### src/rtl/hex_record_emitter.sv
// Serialises a memory region as an ASCII Intel HEX stream, one character per handshake.
// Data records (type 00) of up to BYTES_PER_LINE bytes, then an EOF record; every line ends CR LF.
module hex_record_emitter #(
  parameter int BYTES_PER_LINE = 16,
  parameter int ADDR_WIDTH     = 15
) (
  input  logic                  clk_74a,
  input  logic                  reset,
  input  logic                  start,
  input  logic [ADDR_WIDTH-1:0] start_addr,
  input  logic [15:0]           length,
  output logic                  read_en,
  output logic [ADDR_WIDTH-1:0] read_addr,
  input  logic [7:0]            read_data,
  output logic                  out_valid,
  output logic [7:0]            out_data,
  input  logic                  out_ready,
  output logic                  busy,
  output logic                  done
);

  typedef enum logic [4:0] {
    S_IDLE,
    S_COLON,
    S_LEN_H,
    S_LEN_L,
    S_ADDR3,
    S_ADDR2,
    S_ADDR1,
    S_ADDR0,
    S_TYP_H,
    S_TYP_L,
    S_FETCH,
    S_DAT_H,
    S_DAT_L,
    S_CHK_H,
    S_CHK_L,
    S_CR,
    S_LF,
    S_DONE
  } state_t;

  state_t                  state;
  logic [ADDR_WIDTH-1:0]   addr;
  logic [15:0]             remaining;
  logic [7:0]              ll;
  logic [15:0]             line_addr;
  logic [7:0]              chk;
  logic [7:0]              byte_q;
  logic                    fresh;
  logic                    eof;

  logic                    accept;
  logic [7:0]              first_ll;
  logic [7:0]              chk_final;
  logic [7:0]              cur_byte;

  function automatic logic [7:0] hex_char(input logic [3:0] n);
    return (n < 4'd10) ? (8'h30 + {4'h0, n}) : (8'h37 + {4'h0, n});
  endfunction

  assign read_en   = (state == S_FETCH);
  assign read_addr = addr;
  assign accept    = out_valid && out_ready;
  assign chk_final = 8'h00 - chk;
  assign first_ll  = (remaining >= 16'(BYTES_PER_LINE)) ? 8'(BYTES_PER_LINE) : remaining[7:0];
  // The fetched byte is shown straight from memory on the first DAT_H cycle, then held in byte_q.
  assign cur_byte  = fresh ? read_data : byte_q;

  always_comb begin
    out_valid = 1'b0;
    case (state)
      S_COLON, S_LEN_H, S_LEN_L, S_ADDR3, S_ADDR2, S_ADDR1, S_ADDR0,
      S_TYP_H, S_TYP_L, S_DAT_H, S_DAT_L, S_CHK_H, S_CHK_L, S_CR, S_LF:
        out_valid = 1'b1;
      default:
        out_valid = 1'b0;
    endcase
  end

  always_comb begin
    out_data = 8'h00;
    case (state)
      S_COLON: out_data = 8'h3A;
      S_LEN_H: out_data = hex_char(ll[7:4]);
      S_LEN_L: out_data = hex_char(ll[3:0]);
      S_ADDR3: out_data = hex_char(line_addr[15:12]);
      S_ADDR2: out_data = hex_char(line_addr[11:8]);
      S_ADDR1: out_data = hex_char(line_addr[7:4]);
      S_ADDR0: out_data = hex_char(line_addr[3:0]);
      S_TYP_H: out_data = 8'h30;
      S_TYP_L: out_data = eof ? 8'h31 : 8'h30;
      S_DAT_H: out_data = hex_char(cur_byte[7:4]);
      S_DAT_L: out_data = hex_char(byte_q[3:0]);
      S_CHK_H: out_data = hex_char(chk_final[7:4]);
      S_CHK_L: out_data = hex_char(chk_final[3:0]);
      S_CR:    out_data = 8'h0D;
      S_LF:    out_data = 8'h0A;
      default: out_data = 8'h00;
    endcase
  end

  // Every emitting state waits for acceptance; the checksum is built as fields are accepted.
  always_ff @(posedge clk_74a or posedge reset) begin
    if (reset) begin
      state     <= S_IDLE;
      addr      <= '0;
      remaining <= '0;
      ll        <= '0;
      line_addr <= '0;
      chk       <= '0;
      byte_q    <= '0;
      fresh     <= 1'b0;
      eof       <= 1'b0;
      busy      <= 1'b0;
      done      <= 1'b0;
    end else begin
      done <= 1'b0;
      case (state)
        S_IDLE: begin
          if (start) begin
            addr      <= start_addr;
            remaining <= length;
            eof       <= (length == 16'd0);
            busy      <= 1'b1;
            state     <= S_COLON;
          end
        end
        S_COLON: begin
          if (accept) begin
            chk <= 8'h00;
            if (eof) begin
              ll        <= 8'h00;
              line_addr <= 16'h0000;
            end else begin
              ll        <= first_ll;
              line_addr <= 16'(addr);
            end
            state <= S_LEN_H;
          end
        end
        S_LEN_H: if (accept) state <= S_LEN_L;
        S_LEN_L: begin
          if (accept) begin
            chk   <= chk + ll;
            state <= S_ADDR3;
          end
        end
        S_ADDR3: if (accept) state <= S_ADDR2;
        S_ADDR2: begin
          if (accept) begin
            chk   <= chk + line_addr[15:8];
            state <= S_ADDR1;
          end
        end
        S_ADDR1: if (accept) state <= S_ADDR0;
        S_ADDR0: begin
          if (accept) begin
            chk   <= chk + line_addr[7:0];
            state <= S_TYP_H;
          end
        end
        S_TYP_H: if (accept) state <= S_TYP_L;
        S_TYP_L: begin
          if (accept) begin
            chk   <= chk + {7'b0, eof};
            state <= (ll == 8'd0) ? S_CHK_H : S_FETCH;
          end
        end
        S_FETCH: begin
          fresh <= 1'b1;
          state <= S_DAT_H;
        end
        S_DAT_H: begin
          if (fresh) begin
            byte_q <= read_data;
            fresh  <= 1'b0;
          end
          if (accept) state <= S_DAT_L;
        end
        S_DAT_L: begin
          if (accept) begin
            chk       <= chk + byte_q;
            ll        <= ll - 8'd1;
            remaining <= remaining - 16'd1;
            addr      <= addr + ADDR_WIDTH'(1);
            state     <= (ll == 8'd1) ? S_CHK_H : S_FETCH;
          end
        end
        S_CHK_H: if (accept) state <= S_CHK_L;
        S_CHK_L: if (accept) state <= S_CR;
        S_CR:    if (accept) state <= S_LF;
        S_LF: begin
          if (accept) begin
            if (eof) begin
              busy  <= 1'b0;
              done  <= 1'b1;
              state <= S_DONE;
            end else begin
              if (remaining == 16'd0) eof <= 1'b1;
              state <= S_COLON;
            end
          end
        end
        S_DONE:  state <= S_IDLE;
        default: state <= S_IDLE;
      endcase
    end
  end

endmodule

### config.mk
export PLATFORM = sky130hd
export DESIGN_NAME = hex_record_emitter
export DESIGN_NICKNAME = d
export VERILOG_FILES = /design/src/rtl/hex_record_emitter.sv
export SDC_FILE = /design/constraint.sdc
export NUM_CORES = 1
export LEC_CHECK = 0
export BUFFER_PORTS_ARGS = -buffer_cell sky130_fd_sc_hd__buf_4
export CAP_MARGIN = 10
export CORE_MARGIN = 2
export CORE_UTILIZATION = 60
export CTS_BUF_LIST = sky130_fd_sc_hd__clkbuf_16
export DETAILED_ROUTE_END_ITERATION = 8
export PLACE_DENSITY = 0.81
export SETUP_SLACK_MARGIN = 0.2
export SYNTH_ARGS = -nofsm -noshare
export SYNTH_HDL_FRONTEND = slang
export SYNTH_SLANG_ARGS = --single-unit
### constraint.sdc
create_clock -name clk_74a -period 9.8 [get_ports clk_74a]
set_input_delay 0.49 -clock clk_74a [delete_from_list [all_inputs] [get_ports clk_74a]]
set_output_delay 0.49 -clock clk_74a [all_outputs]
set_load 0.01 [all_outputs]
==> flow_summary.toml, run 1 <==
[layout]
nFillCells = 822
drive_gt1_frac = 0.127
multi_input_area_mm2 = 0.00385
finalInstanceArea_mm2 = 0.00705
fin_nets = 914
syn2layout_area_growth_pct = 14.3
post-route-util = 0.696
regArea_mm2 = 0.00198
final_common_cell = "nand2_1"
final_cell_mix = "nand2_1 (103), o21ai_0 (94), dfrtp_1 (79)"
fin_cells = 991
antennaDiodeCount = 0

[worst_setup_path]
path_class = "flop to flop"
cp-end-kind = "flop"
crit_required_ns = 10.05
arrival_ns = 4.39
cp_max_fo = 29
start_kind = "flop"

[die]
core-area_mm2 = 0.0101
dieArea_mm2 = 0.0111
rows = 37
start_util = 0.609
ios = 70
die_w_um = 105
die_height_um = 105

[clocking]
cts_htree_levels = 3
numCtsBuffers = 9
root_buffer = "clkbuf_16"
cts_tree = "built"
post_cts_buffers = 0
clockBufferDepth = 2
cts_sinks = 79
ctsResizeCount = 0
clk_transition_reported_paths_ns = 0.07
clkLatencyLatePin_ns = 0.34
cts_hold_buf = 0

[grt]
grt_pass1_wl_um = 29200
grt_usage = 0.327
antenna_found_initial = 0
gr-total-overflow = 0
grt_max_degree = 80
grt_pass1_vias = 5902

[placement]
placed_area_mm2 = 0.00668
routabilityCongestion = 1.04
dp_hpwl_um = 12900
io_buffer_count = 68
place_inst = 975

[sta]
fin_crit_sh = 0.422
finalWorstPathRequiredPeriod_ns = 4.14
whs_ns = 0.382
rsz0062_at_grt = "no"
hold_violations = 0
setup_viol = 0
max_freq_mhz = 242
skew_ns = 0.00739
worst_pin_slew_ns = 1.08
setup_tns_ns = 0
slew_headroom = 0.277
maxSlewViolCount = 0

[synthesis]
synthesis.area_mm2 = 0.00617
yosys.area_share.adder = 0.0438
synth_ff_type = "dfrtp_1"
synth_top_area_frac = 0.320
yosysUniqueCellTypes = 72
yosysWarnings = 0
ys_seq_elements = 79
synth_compound_area_frac = 0.272
synth_top_cell_by_area = "dfrtp_1"
synth_top_family_by_area = "compound AO/OA/AOI/OAI gates"
syn_avg_cell_area_um2 = 7.54
synth_edf_count = 0
synth_xor_area_frac = 0.0312
synthCells = 818
yosysSeqAreaShare = 0.320
syn_nets = 882
yosys.area_share.simple = 0.259
synth.area.mux_share = 0.0174
async_flop_share = 1.00
ys_top_cells_by_area = "dfrtp_1 (32%), o21ai_0 (7.6%), a21oi_1 (6.3%)"

[routing]
routed_wl_um = 17900
vias = 6452
via_per_inst = 6.51
post_drt_wl_per_cell_um = 18.1
drtIter0Drc = 631
topRoutingLayerUsed = "met4"
wl_met3_um = 1350
wl_met1_um = 7630
wl_met2_um = 8260
drcViolationCount = 0
dr.pass1.iters = 7
drt.antenna.violating_nets = 0

[worst_hold_path]
hold_path.class = "primary input to flop"

[pwr]
p_clk_frac = 0.174
netSwitchingPower_uw = 1150
switching_share = 0.472
p_leak_uw = 0.00294
cellPowerDensity_mw_per_mm2 = 344
peakVddDrop_mv = 0.148
p_comb_frac = 0.514
p_int_uw = 1280
seqPwrFrac = 0.311

[run_status]
status = "complete, no violations"

[run]
max_cap_violations = 0
==> routing by layer <==
| layer | vias up | track usage |
|---|---|---|
| met5 | - | 0 |
| met4 | 0 | 0.152 |
| met3 | 54 | 0.0377 |
| met2 | 309 | 0.523 |
| met1 | 3046 | 0.444 |
| li1 | 3043 | - |
==> cell usage after synthesis (all sizes together), types with 13 or more instances <==
| master | count |
|---|---|
| o22ai | 16 |
| xnor2 | 14 |
| ha | 20 |
| dfrtp | 79 |
| clkbuf | 40 |
| nand2 | 104 |
| nor3 | 24 |
| nand3 | 34 |
| nor2 | 67 |
| inv | 35 |
| o21ai | 94 |
| buf | 13 |
| nand2b | 15 |
| nor4 | 13 |
| a21oi | 78 |
==> state kept, by name, indices dropped and copies added, names as in the netlist <==
name / flops
state: 5
read_addr: 15
remaining: 16
chk: 8
line_addr: 15
busy: 1
fresh: 1
done: 1
eof: 1
byte_q: 8
ll: 8
==> critical path: stages, from the launching register on <==
cell      delay (ns)
dfrtp_1         0.84
or3b_2          0.58
nor2_1          0.70
a22oi_1         0.15
nand3_1         0.15
ha_1            0.18
inv_1           0.06
fa_1            0.41
nor2b_1         0.14
o21ai_0         0.10
a21boi_0        0.28
o21a_1          0.18
nor3_1          0.05
o31ai_1         0.21
==> logic make-up (layout without fill, tap and decap cells) <==
kind of cell | after synthesis | in the layout
AND/OR/NAND/NOR | 323 | 323
AO/OA/AOI/OAI | 274 | 274
buffers and inverters | 88 | 125
flip-flops | 79 | 79
XOR/XNOR | 22 | 22
adder cells (fa/ha/maj) | 21 | 21
multiplexers | 10 | 10
other | 1 | 1
==> power by group through the flow <==
stage / sequential, uW / combinational, uW / clock, uW
final: 755 / 1250 / 423
after global routing: 783 / 1380 / 437
after CTS: 743 / 1230 / 424
after detailed placement: 748 / 1220 / 0
after global placement: 735 / 1180 / 0
after floorplan: 613 / 960 / 0
==> per-stage QoR <==
step	worst slack (ns)	power [uW]
finish	5.66	2430
global route	5.40	2600
CTS	5.77	2400
detailed placement	5.79	1970
global placement	5.99	1920
floorplan	6.55	1570
==> worst paths after layout <==
kind	startpoint	end	slack [ns]	cells after the start
max	state[2]	chk[6]	5.66	13
min	length[0]	remaining[0]	0.38	3
max reg2reg	state[2]	chk[6]	5.66	13
min reg2reg	busy	busy	0.48	1
max in group asynchronous	reset	remaining[11]	8.67	3
min in group asynchronous	reset	read_addr[12]	0.46	3
==> area by class of cell <==
type | count | area share
tap | 136 | 0.0241
multi-input combinational | 651 | 0.546
inverter | 35 | 0.0188
clock inverter | 7 | 0.0204
timing repair buffer | 74 | 0.0788
sequential | 79 | 0.280
clock buffer | 9 | 0.0319
(Power assumes the default switching activity.)
==> run 2, diff against run 1 <==
- clock period: 9.8 -> 4 ns (I/O delays scaled with it)
==> flow_summary.toml, run 2 (synthesis gave the netlist of run 1 again) <==
[layout]
fin_nets = 920
drive_gt1_frac = 0.134
fin_cells = 997
syn2layout_area_growth_pct = 13.8
antennaDiodeCount = 0
largest_reg_flops = 16
final_cell_mix = "nand2_1 (103), o21ai_0 (94), buf_4 (80)"
finalInstanceArea_mm2 = 0.00703
top_register = "remaining"
nFillCells = 845
post-route-util = 0.693
final_common_cell = "nand2_1"

[worst_setup_path]
arrival_ns = 3.71
ff2ff_path_depth = 13
r2r-start = "state[3]"
cp_num_buf_inv = 1
cp_max_fo = 28
path_class = "flop to flop"
start_kind = "flop"
worst_path_largest_cell_delay_ns = 0.66
r2r-end = "chk[6]"
cp-end-kind = "flop"
crit_chain = "nand2b_1 -> nor2_1 -> a22oi_1 -> nand3_1 -> ha_1 -> inv_1 -> fa_1 -> nor2b_1 -> o21ai_0 -> a21boi_0 -> o21a_1 -> nor3_1 -> o31ai_1"
crit_required_ns = 4.24
cpMaxStageDelayCell = "dfrtp_1"
r2r_slack_ns = 0.54
cpLargestDelayFamily = "simple AND/OR/NAND/NOR gates"

[clocking]
clockBufferDepth = 2
cts_sinks = 79
cts_htree_levels = 3
clkLatencyLatePin_ns = 0.34
numCtsBuffers = 9
cts_tree = "built"
cts_hold_buf = 0
clk_transition_reported_paths_ns = 0.07
post_cts_buffers = 0
ctsResizeCount = 0
root_buffer = "clkbuf_16"

[sta]
setup_viol = 0
setup_tns_ns = 0
hold_violations = 0
maxSlewViolCount = 0
max_freq_mhz = 289
slew_headroom = 0.227
finalWorstPathRequiredPeriod_ns = 3.46
skew_ns = 0.0110
rsz0062_at_grt = "no"
fin_crit_sh = 0.866
worst_pin_slew_ns = 1.15

[routing]
drtIter0Drc = 765
drcViolationCount = 0
via_per_inst = 6.50
post_drt_wl_per_cell_um = 18.8
vias = 6479
dr.pass1.iters = 7
routed_wl_um = 18700
drt.antenna.violating_nets = 0

[placement]
io_buffer_count = 68
placed_area_mm2 = 0.00673
routabilityCongestion = 1.03
dp_hpwl_um = 13800
place_inst = 981

[die]
die_w_um = 105
rows = 37
die_height_um = 105
start_util = 0.609
core-area_mm2 = 0.0101
dieArea_mm2 = 0.0111
ios = 70

[pwr]
p_leak_uw = 0.00293
finalPower_uw = 5800
cellPowerDensity_mw_per_mm2 = 825
peakVddDrop_mv = 0.408

[grt]
antenna_found_initial = 0
grt_usage = 0.341
grt_pass1_vias = 6067
grt_pass1_wl_um = 30200
grt_max_degree = 55
gr-total-overflow = 0

[run]
max_cap_violations = 0

[worst_hold_path]
hold_path.class = "primary input to async pin"

[run_status]
status = "complete, no violations"
[run 2: worst max-delay path by stage]
stage | from | endpoint | slack [ns] | cells past startpoint
3_5_place_dp | state[3] | chk[6] | 0.65 | 13
3_3_place_gp | state[3] | chk[6] | 0.78 | 13
6_report | state[3] | chk[6] | 0.54 | 13
4_1_cts | state[3] | chk[6] | 0.61 | 13
2_1_floorplan | state[1] | chk[6] | 0.75 | 16
5_1_grt | state[3] | chk[6] | 0.27 | 13
[run 2: layout make-up]
cell class                      instances  area, um2  share of cell area
Multi-Input combinational cell        651       3850               0.548
Sequential cell                        79       1980               0.281
Timing Repair Buffer                   80        601              0.0855
Clock buffer                            9        225              0.0321
Tap cell                              136        170              0.0242
Inverter                               35        133              0.0189
Clock inverter                          7       71.3              0.0102
[run 2: power by group]
group	internal, uW	leakage, uW	total, uW	switching, uW
clock	485	0.000140	844	358
combinational	1320	0.00182	3160	1840
sequential	1150	0.000973	1790	636
[run 2: through the flow]
| step | setup slack, ns | hold slack, ns |
|---|---|---|
| 2_1_floorplan | 0.753 | 0.333 |
| 3_3_place_gp | 0.777 | 0.417 |
| 3_5_place_dp | 0.650 | 0.424 |
| 4_1_cts | 0.611 | 0.0685 |
| 5_1_grt | 0.269 | 0.0995 |
| 6_report | 0.538 | 0.0199 |
[run 2: layer usage]
layer  part of all wire  wire, um  global-route usage
met1               0.42      7940               0.461
met5                  0         0                   0
met3              0.071      1330              0.0600
met2               0.47      8850               0.542
met4              0.031       585               0.142
